## config.mk

```make
export PLATFORM = sky130hd
export DESIGN_NAME = fifo_rd_ctrl
export DESIGN_NICKNAME = d
export VERILOG_FILES = /design/src/rtl/async_fifo_pkg.sv /design/src/rtl/fifo_rd_ctrl_sync_w2r.sv /design/src/rtl/fifo_rd_ctrl.sv
export SDC_FILE = /design/constraint.sdc
export NUM_CORES = 1
export LEC_CHECK = 0
export CAP_MARGIN = 20
export CORE_ASPECT_RATIO = 1.5
export CORE_MARGIN = 2
export CORE_UTILIZATION = 45
export CTS_BUF_LIST = sky130_fd_sc_hd__clkbuf_16
export CTS_CLUSTER_DIAMETER = 200
export DETAILED_ROUTE_END_ITERATION = 8
export GPL_ROUTABILITY_DRIVEN = 0
export GPL_TIMING_DRIVEN = 0
export PLACE_DENSITY = 0.78
export RECOVER_POWER = 100
export REMOVE_ABC_BUFFERS = 1
export SKIP_LAST_GASP = 1
export SYNTH_ARGS = -nofsm -noshare
export SYNTH_HDL_FRONTEND = slang
export SYNTH_SLANG_ARGS = --single-unit
```

## constraint.sdc

```tcl
create_clock -name rclk -period 2.7 [get_ports rclk]
set_clock_uncertainty 0.05 [all_clocks]
set_input_delay 0.54 -clock rclk [delete_from_list [all_inputs] [get_ports rclk]]
set_output_delay 0.54 -clock rclk [all_outputs]
set_load 0.01 [all_outputs]
```

## src/rtl/async_fifo_pkg.sv

```systemverilog
// Shared definitions for both halves of the asynchronous FIFO: default sizes and
// Gray-code helpers used by the read- and write-side pointer logic.
package async_fifo_pkg;

    localparam int DEF_DATALEN = 8;
    localparam int DEF_ADDRLEN = 4;
    localparam int DEF_DEPTH   = 8;

    // Helpers work on a wide vector so any pointer width can be zero-extended in.
    localparam int PTR_MAX = 32;
    typedef logic [PTR_MAX-1:0] ptr_t;

    function automatic ptr_t bin2gray(input ptr_t b);
        return b ^ (b >> 1);
    endfunction

    function automatic ptr_t gray2bin(input ptr_t g);
        ptr_t b;
        b[PTR_MAX-1] = g[PTR_MAX-1];
        for (int i = PTR_MAX - 2; i >= 0; i--) begin
            b[i] = b[i+1] ^ g[i];
        end
        return b;
    endfunction

endpackage

```

## src/rtl/fifo_rd_ctrl_sync_w2r.sv

```systemverilog
// Two-flop synchroniser bringing the Gray-coded write pointer into the read clock domain.
module sync_w2r
    import async_fifo_pkg::*;
#(
    parameter int WIDTH = DEF_ADDRLEN
) (
    input  logic             rclk,
    input  logic             rrst,
    input  logic [WIDTH-1:0] wptr_gray,
    output logic [WIDTH-1:0] wq2
);

    logic [WIDTH-1:0] wq1;

    always_ff @(posedge rclk) begin
        if (rrst) begin
            wq1 <= '0;
            wq2 <= '0;
        end else begin
            wq1 <= wptr_gray;
            wq2 <= wq1;
        end
    end

endmodule

```

## src/rtl/fifo_rd_ctrl.sv

```systemverilog
// Read-side controller of an asynchronous FIFO: synchronises the write pointer,
// tracks the read pointer and empty flag, and presents RAM data through a one-word output register.
module fifo_rd_ctrl
    import async_fifo_pkg::*;
#(
    parameter int DATALEN = DEF_DATALEN,
    parameter int ADDRLEN = DEF_ADDRLEN,
    parameter int DEPTH   = DEF_DEPTH
) (
    input  logic               rclk,
    input  logic               rrst,
    input  logic [ADDRLEN-1:0] wptr_gray,
    input  logic [DATALEN-1:0] rdata_mem,
    output logic [ADDRLEN-2:0] raddr,
    output logic [ADDRLEN-1:0] rptr_gray,
    output logic               rempty,
    output logic [DATALEN-1:0] dout,
    output logic               dout_valid,
    input  logic               dout_ready,
    output logic [ADDRLEN-1:0] rlevel
);

    if (DEPTH != 2 ** (ADDRLEN - 1)) begin : g_bad_depth
        $error("fifo_rd_ctrl: DEPTH must equal 2**(ADDRLEN-1)");
    end

    logic [ADDRLEN-1:0] wq2;
    logic [ADDRLEN-1:0] rbin;
    logic [ADDRLEN-1:0] rbin_next;
    logic               pop;

    sync_w2r #(.WIDTH(ADDRLEN)) u_sync_w2r (
        .rclk      (rclk),
        .rrst      (rrst),
        .wptr_gray (wptr_gray),
        .wq2       (wq2)
    );

    // Output handshake: a word transfers on any rclk edge where dout_valid && dout_ready;
    // dout is stable while dout_valid is high and dout_ready is low.
    assign pop       = !rempty && (!dout_valid || dout_ready);
    assign rbin_next = rbin + ADDRLEN'(pop);
    assign raddr     = rbin[ADDRLEN-2:0];
    assign rlevel    = ADDRLEN'(gray2bin(ptr_t'(wq2)) - ptr_t'(rbin));

    always_ff @(posedge rclk) begin
        if (rrst) begin
            rbin       <= '0;
            rptr_gray  <= '0;
            rempty     <= 1'b1;
            dout       <= '0;
            dout_valid <= 1'b0;
        end else begin
            rbin      <= rbin_next;
            rptr_gray <= ADDRLEN'(bin2gray(ptr_t'(rbin_next)));
            // Compare against the post-pop pointer so a word just popped is not seen again.
            rempty    <= (bin2gray(ptr_t'(rbin_next)) == ptr_t'(wq2));
            if (pop) begin
                dout       <= rdata_mem;
                dout_valid <= 1'b1;
            end else if (dout_ready) begin
                dout_valid <= 1'b0;
            end
        end
    end

endmodule
```

Word level (Yosys, flattened, before mapping)
Index checks and enable logic that the tools add are counted.
{ "op_classes": {"n_addsub": 2, "eq_ne": 1, "muxes": 2, "n_bitwise": 4, "reduce_logical": 5} }
{ "op_table": {"columns": ["cell", "count"], "rows": [
  ["adder 4 x 1 -> 4 bit", 1],
  ["equality test 4 bit", 1],
  ["subtractor 4 bit", 1],
  ["XOR 4 x 3 -> 4 bit", 1],
  ["XOR 1 bit", 3],
  ["logical NOT 1 bit", 2],
  ["2-to-1 mux 1 bit", 2],
  ["nonzero test 2 bit", 1],
  ["logical AND 1 bit", 1],
  ["logical OR 1 bit", 1]
]} }
{ "totals": {"regBits": 26, "input_bits": 15, "output_inout_bits": 21, "wordCells": 21} }

Longest topological paths before layout
Gate-level depths: netlist of run 1.
{ "logic_depth": {"word_depth": 6, "ltp_mapped": 9, "depth_no_buf": 8} }

Cells and area by module
From an unflattened synthesis of run 1, not the netlist that was laid out.
{ "unflattened": {"cells_unflattened": 108, "area_unflattened_um2": 1102.3} }
{ "by_module_without_submodules": {"columns": ["module", "n_inst", "cells_each", "area_per_inst_um2", "seq_area_each_um2"], "rows": [
  ["fifo_rd_ctrl", 1, 92, 892.1, 340.3],
  ["sync_w2r", 1, 16, 210.2, 160.2]
]} }

Worst setup path before layout of run 1
No wires, ideal clock.
{ "synth_path": {"kind": "reg2out", "startpoint": "reg u_sync_w2r.wq2[3]", "endpoint": "out rlevel[2]", "arrival_ns": 1.842, "required_time_ns": 2.110, "path_slack_ns": 0.268, "stages_incl_launch_ff": 8, "n_path_buf": 1, "path_cell_list": "dfxtp_1 > buf_6 > xor2_1 > xnor2_1 > xor2_1 > ha_1 > fa_1 > xnor2_1"} }
{ "synth_between": {"elab_chain_cells": 4} }
{ "synth_lines": {"columns": ["element", "line_no", "source"], "rows": [
  ["from (decl)", "fifo_rd_ctrl_sync_w2r.sv:10", "output logic [WIDTH-1:0] wq2"],
  ["from (signal assigned)", "fifo_rd_ctrl_sync_w2r.sv:21", "wq2 <= wq1;"],
  ["XOR 1 bit *", "async_fifo_pkg.sv:21", "b[i] = b[i+1] ^ g[i];"],
  ["XOR 1 bit (2 in series)", "async_fifo_pkg.sv:21", null],
  ["subtractor 4 bit *", "fifo_rd_ctrl.sv:44", "assign rlevel = ADDRLEN'(gray2bin(ptr_t'(wq2)) - ptr_t'(rbin));"],
  ["to (decl)", "fifo_rd_ctrl.sv:20", "output logic [ADDRLEN-1:0] rlevel"]
]} }
Mark *: on every way between the ends. The rest lies on a longest branch, timed or not.

Final worst setup path of run 1
{ "layout_path": {"startpoint": "reg u_sync_w2r.wq2[2]", "endpoint": "out rlevel[3]"} }
The elaborated chain is that of the path after synthesis.

==> results of run 1 <==
-- layout by cell type, fill, tap and decap left out, types with 2 or more instances in the layout --
master	count
dfxtp_1	23
clkbuf_2	2
mux2i_1	8
nor2b_1	11
xnor2_1	9
dfxtp_4	2
clkdlybuf4s50_1	13
clkbuf_16	3
nand2_1	3
ha_1	4
a21oi_1	2
xor2_1	5
dlygate4sd3_1	18
nor2_1	14
buf_4	4
inv_1	6
-- routing by layer --
| metal | GRT usage (%) | vias to the layer above | wire length, um |
|---|---|---|---|
| met1 | 15.3 | 383 | 726 |
| li1 | - | 411 | - |
| met5 | 0 | - | 0 |
| met2 | 27.9 | 25 | 1160 |
| met3 | 2.51 | 2 | 93 |
| met4 | 7.95 | 0 | 25 |
-- state kept, by name, indices dropped and copies added, names as in the netlist --
register	count
u_sync_w2r.wq1	4
dout_valid	1
rempty	1
rptr_gray	4
dout	8
u_sync_w2r.wq2	4
rbin	3
-- how the worst max path moves through the flow --
stage / from / to / depth (start not counted) / slack [ps]
floorplan: u_sync_w2r.wq2[3]$_SDFF_PP0_ / rlevel[2] / 6 / 220
global placement: dout_ready / rempty$_SDFF_PP1_ / 8 / -410
global route: u_sync_w2r.wq2[2]$_SDFF_PP0_ / rlevel[3] / 9 / -20
detailed placement: dout_ready / rempty$_SDFF_PP1_ / 8 / -480
CTS: u_sync_w2r.wq2[2]$_SDFF_PP0_ / rlevel[3] / 9 / -80
finish: u_sync_w2r.wq2[2]$_SDFF_PP0_ / rlevel[3] / 9 / 100
-- cells by family (layout without fill, tap and decap cells) --
group	after synthesis	in the layout	synth area share, %
DFF	25	25	44.9
and+or+nand+nor	33	33	14.8
buffers and inverters	12	49	6.17
xor gates and xnor gates	17	17	15.0
muxes	8	8	7.18
adders and majority gates	6	6	7.41
AOI/OAI and AO/OA	7	7	4.49
-- what timing repair did --
item / 4_1_cts / 5_1_grt
setup buffers: 3 / 1
resized for setup: 13 / 9
pin swaps: 1 / 3
setup endpoints to repair: 5 / 5
-- cell type report --
cell class / count / share of cell area [%]
tap: 24 / 1.88
clock buffer: 3 / 4.71
inverter: 6 / 1.41
clock inverter: 1 / 0.314
timing repair buffer: 39 / 23.1
multi-input combinational: 71 / 36.7
sequential: 25 / 31.9
-- where the power goes --
group          total, W  leakage [nW]  switching (W)  internal [W]
combinational  0.000518         0.455       0.000235      0.000283
clock          0.000316        0.0409       0.000117      0.000199
sequential     0.000480         0.207      0.0000477      0.000433
total           0.00131         0.703       0.000400      0.000915
-- through the flow --
step	cell area (um^2)	TNS (ps)	utilization (%)	hold slack, ps	setup slack, ps
finish	1590	0	66.6	383	97.9
global route	1590	-16.9	66.6	406	-16.9
CTS	1590	-83.3	66.2	388	-83.3
detailed placement	1450	-2220	60.5	375	-478
global placement	1450	-1770	60.5	368	-413
floorplan	1070	0	-	364	220
-- worst max-delay path: stages (launching register included) --
cell	delay (ps)
dfxtp_4	370
xor2_4	200
xnor2_2	160
buf_4	140
inv_1	30
ha_1	260
a21o_1	190
a21oi_2	140
xnor2_1	120
clkbuf_2	150
-- cell usage after synthesis, types with 2 or more instances --
| library cell | count |
|---|---|
| inv_1 | 6 |
| nand2_1 | 3 |
| xor2_1 | 6 |
| nor2_1 | 14 |
| ha_1 | 5 |
| nor2b_1 | 12 |
| buf_4 | 2 |
| mux2i_1 | 8 |
| xnor2_1 | 10 |
| a21oi_1 | 3 |
| buf_6 | 2 |
| dfxtp_1 | 25 |
==> results.md, run 1 <==
* Violation count after the first detailed-route iteration at 17
* Reg-to-Reg End: rempty$_SDFF_PP1_
* Hold Path Depth at 1
* Area growth syn-to-layout at 43.0%
* Max FO, Critical Path at 4
* Inserted Clock Buffers at 3
* Peak Freq at 384 MHz
* Synth Cell Area at between 0.001 and 0.0015 mm^2
* WS Path Type: flip-flop to output pin
* Post-synth top area cell: dfxtp_1
* CTS tree: done
* R2R setup slack at between 700 and 800 ps
* Placed cells at roughly 160
* Detailed Routing Iterations Pass 1 at 4
* Post-Syn Area per Cell at ~10 um^2
* First-pass GRT wire length at approximately 3.2 mm
* Initial Utilization at approximately 47%
* Post-layout min period at about 2600 ps
* HPWL Detailed at roughly 1.4 mm
* Reg-to-Reg Start: dout_valid$_SDFFE_PP0P_
* Clk buf depth at 2
* Power per cell area at between 800 and 900 mW/mm^2
* Non-Filler Instances at around 170
* Slew Limit Fails at 0
* CTS sink cnt at 25
* Final WL at 2.00 mm
* Clock slew at reported path FFs at approximately 60 ps
* CP required at between 2000 and 2500 ps
* Critical path capture point type: output pin
* Total GRT Usage at 15.2%
* Largest net degree at the start of global routing at 26
* H-Tree Depth at 1
* Hold EP: u_sync_w2r.wq2[3]$_SDFF_PP0_
* Hold wc startpoint: u_sync_w2r.wq1[3]$_SDFF_PP0_
* Die width at 44.6 um
* Routed wire per std cell at ~12 um
* # DRC at 0
* Fillers at between 150 and 200
* Antenna cells at 0
* Crit share post-route at 96.4%
* Layout net count at between 150 and 200
* Clock root cell: clkbuf_16
* Top-area cell type share of the netlist area at between 40 and 50%
* Hold Vio Cnt, Final at 0
* Vias at 821
* Slew HR at 45.9%
* Cell leakage power at roughly 0.70 nW
* Port Buffers at 35
* Yosys cell types at 24
* Synth warn at 0
* Die height at approximately 65 um
* Global route total overflow at 0
* # setup viols final at 0
* Tot Pwr at roughly 0.0013 W
* Fraction of registers with async set/reset at 0%
* Area of the multi-input gates at a little under 600 um^2
* Final ANT Viol Nets at 0
* Post-synth EDFFs at 0
* Crit path arrival time at 2010 ps
* Synth area leaders: dfxtp_1 (45%), xnor2_1 (7.9%), mux2i_1 (7.2%), nor2b_1 (6.7%), ha_1 (5.6%)
* Sequential area share after synthesis at 44.9%
* Die Area at a little under 0.003 mm^2
* Outcome: completed
* Yosys reg bits at 25
* Min-Delay Path Class: flip-flop to flip-flop
* Slew @ Worst Pin at between 800 and 900 ps
* Vias in the first global route at about 800
* Crit path launch type: flip-flop
* Via density at roughly 4.9
* RSZ-0062 raised after global routing: yes
* Gate Count Post-Synth at 108
* Core Box Area at roughly 0.0024 mm^2
* Share of layout cells above drive strength 1 at approximately 14%
* Clk_lat worst skew at 250 ps
* Initial antenna violation count at 0
* IO Pins at 36
* Hold_buf cts at 0
* Reg area at 508 um^2
* Rows at 22
* Number of max-cap violations at 0
* Peak supply drop at 585 uV
* Main synth FF type: dfxtp_1
* Worst-case reg-to-reg path depth at 7
Note: power is estimated with default switching activity, not from simulation.
==> inputs of run 2 (changes only) <==
--- a/config.mk
+++ b/config.mk
@@ -14,6 +14,7 @@
 export DETAILED_ROUTE_END_ITERATION = 8
 export GPL_ROUTABILITY_DRIVEN = 0
 export GPL_TIMING_DRIVEN = 0
+export HOLD_SLACK_MARGIN = 0.02
 export PLACE_DENSITY = 0.78
 export RECOVER_POWER = 100
 export REMOVE_ABC_BUFFERS = 1
==> results of run 2 <==
Final layout, timing and power as in run 1 (identical DEF).
